`config.mk`:
```
export PLATFORM = sky130hd
export DESIGN_NAME = pd0_apb_master
export DESIGN_NICKNAME = d
export VERILOG_FILES = /design/src/rtl/pd0_apb_pkg.sv /design/src/rtl/apb_wait_timer.sv /design/src/rtl/pd0_apb_master.sv
export SDC_FILE = /design/constraint.sdc
export NUM_CORES = 1
export LEC_CHECK = 0
export CORE_MARGIN = 1
export CORE_UTILIZATION = 44
export DETAILED_ROUTE_END_ITERATION = 8
export GPL_TIMING_DRIVEN = 1
export HOLD_SLACK_MARGIN = 0.06
export PLACE_DENSITY = 0.82
export SYNTH_ARGS = -nofsm -noshare
export SYNTH_HDL_FRONTEND = slang
export SYNTH_SLANG_ARGS = --single-unit
```
`constraint.sdc`:
```
create_clock -name PCLK -period 2.9 [get_ports PCLK]
set_input_delay 0.725 -clock PCLK [delete_from_list [all_inputs] [get_ports PCLK]]
set_output_delay 0.725 -clock PCLK [all_outputs]
set_load 0.05 [all_outputs]
```
`src/rtl/pd0_apb_pkg.sv`:
```
// pd0_apb_pkg
//   Shared definitions for the PD0 APB initiator:
//   - apb_mst_state_e : transfer FSM states (IDLE, SETUP, ACCESS, RESP)
//   - DEF_* widths    : default address/data widths and timeout
//   - APB_ALIGN_MASK  : byte-offset bits that must be zero for a word access
//   - is_aligned()    : word-alignment test on the low address bits
//   - wait_cnt_width(): width of the ACCESS wait counter for a given timeout
package pd0_apb_pkg;

    localparam int unsigned DEF_ADDR_WIDTH     = 32;
    localparam int unsigned DEF_DATA_WIDTH     = 32;
    localparam int unsigned DEF_TIMEOUT_CYCLES = 255;

    localparam logic [1:0] APB_ALIGN_MASK = 2'b11;

    typedef enum logic [1:0] {
        IDLE   = 2'd0,
        SETUP  = 2'd1,
        ACCESS = 2'd2,
        RESP   = 2'd3
    } apb_mst_state_e;

    function automatic logic is_aligned(input logic [1:0] addr_lsb);
        return ((addr_lsb & APB_ALIGN_MASK) == 2'b00);
    endfunction

    // A timeout of 0 disables the abort, but the counter still needs one bit.
    function automatic int unsigned wait_cnt_width(input int unsigned timeout);
        return (timeout == 0) ? 1 : $clog2(timeout + 1);
    endfunction

endpackage

```
`src/rtl/apb_wait_timer.sv`:
```
// apb_wait_timer
//   Counts ACCESS cycles spent with PREADY low and flags when the configured
//   limit has been reached. The count saturates instead of wrapping.
//   Ports:
//     clk, rst_n : clock, asynchronous active-low reset
//     clr        : zero the count (start of a new transfer)
//     en         : add one wait cycle
//     expired    : count has reached TIMEOUT_CYCLES (never set when 0)
module apb_wait_timer
    import pd0_apb_pkg::*;
#(
    parameter int unsigned TIMEOUT_CYCLES = DEF_TIMEOUT_CYCLES,
    parameter int unsigned CNT_W          = wait_cnt_width(TIMEOUT_CYCLES)
) (
    input  logic clk,
    input  logic rst_n,
    input  logic clr,
    input  logic en,
    output logic expired
);

    // With the timeout disabled the counter simply parks at all-ones.
    localparam logic [CNT_W-1:0] CNT_SAT =
        (TIMEOUT_CYCLES == 0) ? {CNT_W{1'b1}} : CNT_W'(TIMEOUT_CYCLES);

    logic [CNT_W-1:0] count;

    always_ff @(posedge clk or negedge rst_n) begin
        if (!rst_n) begin
            count <= '0;
        end else if (clr) begin
            count <= '0;
        end else if (en && (count != CNT_SAT)) begin
            count <= count + 1'b1;
        end
    end

    assign expired = (TIMEOUT_CYCLES != 0) && (count == CNT_SAT);

endmodule

```
`src/rtl/pd0_apb_master.sv`:
```
// pd0_apb_master
//   APB3 initiator for the PD0 bus. Accepts one valid/ready command at a
//   time, runs a SETUP/ACCESS transfer, and returns a valid/ready response.
//   Misaligned commands are answered with an error without touching the bus;
//   transfers stalled longer than TIMEOUT_CYCLES are aborted.
//   Ports:
//     PCLK, PRESETn                 : clock, asynchronous active-low reset
//     cmd_valid/ready/write/addr/wdata : command channel
//     rsp_valid/ready/rdata/err/timeout : response channel
//     PADDR, PWRITE, PSEL, PENABLE, PWDATA : APB master outputs
//     PRDATA, PREADY, PSLVERR              : APB master inputs
//   Every output is a flop; outputs are loaded from the next-state decode so
//   they change in the same cycle as the state register.
module pd0_apb_master
    import pd0_apb_pkg::*;
#(
    parameter int unsigned ADDR_WIDTH     = DEF_ADDR_WIDTH,
    parameter int unsigned DATA_WIDTH     = DEF_DATA_WIDTH,
    parameter int unsigned TIMEOUT_CYCLES = DEF_TIMEOUT_CYCLES
) (
    input  logic                  PCLK,
    input  logic                  PRESETn,
    // command channel
    input  logic                  cmd_valid,
    output logic                  cmd_ready,
    input  logic                  cmd_write,
    input  logic [ADDR_WIDTH-1:0] cmd_addr,
    input  logic [DATA_WIDTH-1:0] cmd_wdata,
    // response channel
    output logic                  rsp_valid,
    input  logic                  rsp_ready,
    output logic [DATA_WIDTH-1:0] rsp_rdata,
    output logic                  rsp_err,
    output logic                  rsp_timeout,
    // APB master port
    output logic [ADDR_WIDTH-1:0] PADDR,
    output logic                  PWRITE,
    output logic                  PSEL,
    output logic                  PENABLE,
    output logic [DATA_WIDTH-1:0] PWDATA,
    input  logic [DATA_WIDTH-1:0] PRDATA,
    input  logic                  PREADY,
    input  logic                  PSLVERR
);

    apb_mst_state_e state, next_state;

    logic                  latch_cmd;
    logic                  rsp_load;
    logic                  rsp_err_d;
    logic                  rsp_timeout_d;
    logic [DATA_WIDTH-1:0] rsp_rdata_d;
    logic                  timer_clr;
    logic                  timer_en;
    logic                  timer_expired;

    apb_wait_timer #(
        .TIMEOUT_CYCLES(TIMEOUT_CYCLES)
    ) u_wait_timer (
        .clk    (PCLK),
        .rst_n  (PRESETn),
        .clr    (timer_clr),
        .en     (timer_en),
        .expired(timer_expired)
    );

    always_ff @(posedge PCLK or negedge PRESETn) begin
        if (!PRESETn) begin
            state <= IDLE;
        end else begin
            state <= next_state;
        end
    end

    always_comb begin
        next_state    = state;
        latch_cmd     = 1'b0;
        rsp_load      = 1'b0;
        rsp_err_d     = 1'b0;
        rsp_timeout_d = 1'b0;
        rsp_rdata_d   = '0;
        timer_clr     = 1'b0;
        timer_en      = 1'b0;

        case (state)
            IDLE: begin
                // cmd_ready is high exactly while in IDLE.
                if (cmd_valid) begin
                    if (is_aligned(cmd_addr[1:0])) begin
                        latch_cmd  = 1'b1;
                        timer_clr  = 1'b1;
                        next_state = SETUP;
                    end else begin
                        rsp_load   = 1'b1;
                        rsp_err_d  = 1'b1;
                        next_state = RESP;
                    end
                end
            end

            SETUP: begin
                next_state = ACCESS;
            end

            ACCESS: begin
                // A ready slave wins over a timeout expiring in the same cycle.
                if (PREADY) begin
                    rsp_load    = 1'b1;
                    rsp_err_d   = PSLVERR;
                    rsp_rdata_d = (PWRITE || PSLVERR) ? '0 : PRDATA;
                    next_state  = RESP;
                end else if (timer_expired) begin
                    rsp_load      = 1'b1;
                    rsp_err_d     = 1'b1;
                    rsp_timeout_d = 1'b1;
                    next_state    = RESP;
                end else begin
                    timer_en = 1'b1;
                end
            end

            RESP: begin
                if (rsp_ready) begin
                    next_state = IDLE;
                end
            end

            default: begin
                next_state = IDLE;
            end
        endcase
    end

    // Handshake and bus-qualifier flops follow the next state.
    always_ff @(posedge PCLK or negedge PRESETn) begin
        if (!PRESETn) begin
            cmd_ready <= 1'b1;
            rsp_valid <= 1'b0;
            PSEL      <= 1'b0;
            PENABLE   <= 1'b0;
        end else begin
            cmd_ready <= (next_state == IDLE);
            rsp_valid <= (next_state == RESP);
            PSEL      <= (next_state == SETUP) || (next_state == ACCESS);
            PENABLE   <= (next_state == ACCESS);
        end
    end

    // Address/data hold their last values between transfers.
    always_ff @(posedge PCLK or negedge PRESETn) begin
        if (!PRESETn) begin
            PADDR  <= '0;
            PWRITE <= 1'b0;
            PWDATA <= '0;
        end else if (latch_cmd) begin
            PADDR  <= cmd_addr;
            PWRITE <= cmd_write;
            PWDATA <= cmd_wdata;
        end
    end

    // Response fields are loaded once on entry to RESP and then held.
    always_ff @(posedge PCLK or negedge PRESETn) begin
        if (!PRESETn) begin
            rsp_rdata   <= '0;
            rsp_err     <= 1'b0;
            rsp_timeout <= 1'b0;
        end else if (rsp_load) begin
            rsp_rdata   <= rsp_rdata_d;
            rsp_err     <= rsp_err_d;
            rsp_timeout <= rsp_timeout_d;
        end
    end

endmodule

```
==> summary.md <==
| Metric | Value |
|---|---|
| FF/Latch Area | 2830 um2 |
| Netlist Area Pre-Place | 5040 um2 |
| First-pass GRT wire length | 21600 um |
| Clock buffer depth | 2 |
| Fraction of the cycle the final worst path needs | 0.849 |
| Layout cells sized above 1 | 0.127 |
| Fin nets | 718 |
| Min Tclk post-route | 2.46 ns |
| Clk sinks | 113 |
| Clk_lat worst skew | 0.41 ns |
| Die area | 11900 um2 |
| Root Driver | clkbuf_16 |
| Slew headroom | 0.538 |
| Delay of the slowest cell on the worst path | 0.81 ns |
| Critical Path RT | 2.17 ns |
| Vias in the first global route | 4238 |
| # resized after CTS | 0 |
| Seq cells post-synth | 113 |
| Worst vdd ir | 806 uV |
| Hold_buf cts | 0 |
| N_diodes | 0 |
| Num CTS Buffers | 17 |
| Worst-path fanout max | 1 |
| First-iteration detailed-routing DRC count | 298 |
| Syn nets | 510 |
| CTS tree | yes |
| Critical Path End Type | primary output |
| Vias | 4121 |
| Total grt overflow | 0 |
| Initial antenna violation count | 0 |
| Ys async rst share | 1.00 |
| Buf+Inv Stages, Crit Path | 1 |
| Critical Path AT | 1.74 ns |
| Crit path kind | reg -> out |
| Post-synthesis to final-layout area growth | 55.0% |
| Initial Utilization | 0.459 |
| Largest net degree at the start of global routing | 52 |
| # Post-CTS Setup Buffers | 0 |
| Register clock-pin slew on the reported worst setup and hold paths | 0.06 ns |
| Max Cap Viol | 0 |
| TNS Setup | 0 ns |
| Final Total Pwr | 10.6 mW |
| Tightest Hold Check Type | in -> async |
| Vias/cell | 5.39 |
| EDFF count, synth | 0 |
| Warnings from Yosys | 0 |
| Main synth FF type | dfrtp_1 |
| Crit path launch type | flop |
| Crit path max-delay family | buffers and inverters |
| Die span in x | 109 um |
| Cell count after synthesis | 403 |
| Routed WL | 13700 um |
| PwrDens | 1360 nW/um2 |
| Clock Skew | 0.00872 ns |
| P_leak | 3.33 nW |
| Routed Antenna Nets | 0 |
| Worst Max-Slew Pin Slew | 0.693 ns |
| # H-tree levels | 4 |
| # DRC | 0 |
| Fill count | 803 |
| Worst Setup SP | cmd_ready$_DFF_PN1_ |
| Global router's overall resource usage | 0.241 |
| Die Span Y | 109 um |
| Register area share after synthesis | 0.561 |
| Post-detail-place hpwl | 9340 um |
| Synth unique cells | 42 |
| Avg Inst Size Synth | 12.5 um2 |
| Final setup vio count | 0 |
| Fin. max-slew vios | 0 |
| Port bufs | 205 |
| Final RePlAce weighted congestion | 0.874 |
| CP Cell Sequence | clkdlybuf4s50_1 |
| Maximum clock frequency | 0.406 GHz |
| Final Hold Vio Count | 0 |
| Outcome | completed |
| RSZ-0062 raised after global routing | no |
| Drt wl/cell | 18.0 um |
| Core area | 11000 um2 |
| Reg2reg start | state[1]$_DFF_PN0_ |
| Num rows | 38 |
| 1st-pass router iterations | 4 |
| Crit-path slowest cell | clkdlybuf4s50_1 |
| Multi-input logic area | 2040 um2 |
| Io pins | 206 |
## synth_stat cells (2+ instances only)
| master | number | area [um2] |
|---|---|---|
| nor3b_1 | 2 | 15.0 |
| a21oi_1 | 2 | 10.0 |
| nand2_1 | 36 | 135 |
| a31oi_1 | 2 | 12.5 |
| a21o_1 | 2 | 15.0 |
| ha_1 | 4 | 50.1 |
| and3_1 | 4 | 25.0 |
| a221o_1 | 32 | 320 |
| buf_4 | 2 | 15.0 |
| buf_1 | 2 | 7.51 |
| nand2b_1 | 34 | 213 |
| mux2_2 | 26 | 293 |
| clkbuf_1 | 13 | 48.8 |
| a211oi_1 | 5 | 37.5 |
| nand4_1 | 3 | 18.8 |
| mux2_1 | 37 | 417 |
| nand3_1 | 3 | 15.0 |
| nand4b_1 | 2 | 17.5 |
| mux2i_1 | 6 | 60.1 |
| and2_1 | 3 | 18.8 |
| o21ai_0 | 40 | 200 |
| buf_2 | 4 | 20.0 |
| dfrtp_1 | 112 | 2800 |
| and4_1 | 2 | 17.5 |
| buf_8 | 5 | 75.1 |
| a31o_2 | 3 | 26.3 |
| nor2_1 | 2 | 7.51 |
## registers in the layout, summed over array words and instances (netlist names)
register	count
rsp_valid	1
rsp_err	1
PENABLE	1
rsp_rdata	32
state	2
u_wait_timer.count	8
cmd_ready	1
PWRITE	1
PSEL	1
rsp_timeout	1
PWDATA	32
PADDR	32
## cell families (layout without fill, tap and decap cells)
kind of cell	Yosys count	after routing	share of synthesized area
AO/OA/AOI/OAI	91	91	0.131
AND/OR/NAND/NOR	98	98	0.109
buffers and inverters	28	249	0.0360
flip-flops	113	113	0.561
multiplexers	69	69	0.153
adder cells (fa/ha/maj)	4	4	0.00993
## power breakdown
part	internal (mW)	leakage [nW]	switching, mW
sequential	2.33	1.42	0.592
clock	1.30	0.288	0.784
combinational	2.08	1.63	3.54
## routing by layer
metal / GRT usage / part of all wire / vias to the layer above
met3: 0.0616 / 0.058 / 17
met5: 0 / 0 / -
met1: 0.286 / 0.40 / 2067
met4: 0.0849 / 0.016 / 0
met2: 0.420 / 0.53 / 148
li1: - / - / 1889
## cell type report
class / instances / area share
Inverter: 1 / 0.000481
Sequential cell: 113 / 0.362
Clock buffer: 18 / 0.0562
Timing Repair Buffer: 216 / 0.278
Tap cell: 140 / 0.0224
Clock inverter: 14 / 0.0199
Multi-Input combinational cell: 262 / 0.261
## final timing paths
check | endpoint | slack [ns] | cells after the start
min in group PCLK | PWDATA[8]$_DFFE_PN0P_ | 0.48 | 1
hold reg to reg | PWDATA[8]$_DFFE_PN0P_ | 0.48 | 1
setup reg to reg | PWDATA[0]$_DFFE_PN0P_ | 0.67 | 4
setup / recovery | cmd_ready | 0.44 | 1
max in group asynchronous | cmd_ready$_DFF_PN1_ | 1.77 | 2
hold / removal | PADDR[29]$_DFFE_PN0P_ | 0.35 | 1
## per-stage QoR
step / cells / hold WS [ns] / utilization / cell area [um2] / worst slack [ns]
2_1_floorplan: 403 / 0.429 / - / 5040 / 0.865
3_3_place_gp: 732 / 0.466 / 0.657 / 7220 / 0.247
3_5_place_dp: 732 / 0.474 / 0.657 / 7220 / 0.167
4_1_cts: 764 / 0.380 / 0.711 / 7810 / 0.423
5_1_grt: 764 / 0.397 / 0.711 / 7810 / 0.398
6_report: 764 / 0.347 / 0.711 / 7810 / 0.438
## layout by cell type (no fill, tap or decap), types with 3 or more instances in the layout
master           Yosys  routed
a211oi_1             5       5
and3_1               4       4
clkbuf_16            0      17
clkinv_4             0       4
a221o_1             32      32
o21ai_0             40      40
clkdlybuf4s50_1      0     204
buf_4                2       9
a31o_2               3       3
inv_6                0       4
dfrtp_1            112     112
ha_1                 4       4
nand2_1             36      36
mux2i_1              6       6
nand3_1              3       3
nand4_1              3       3
mux2_2              26      26
and2_1               3       3
nand2b_1            34      34
mux2_1              37      37
buf_12               0       3
Note: power is estimated with default switching activity, not from simulation.
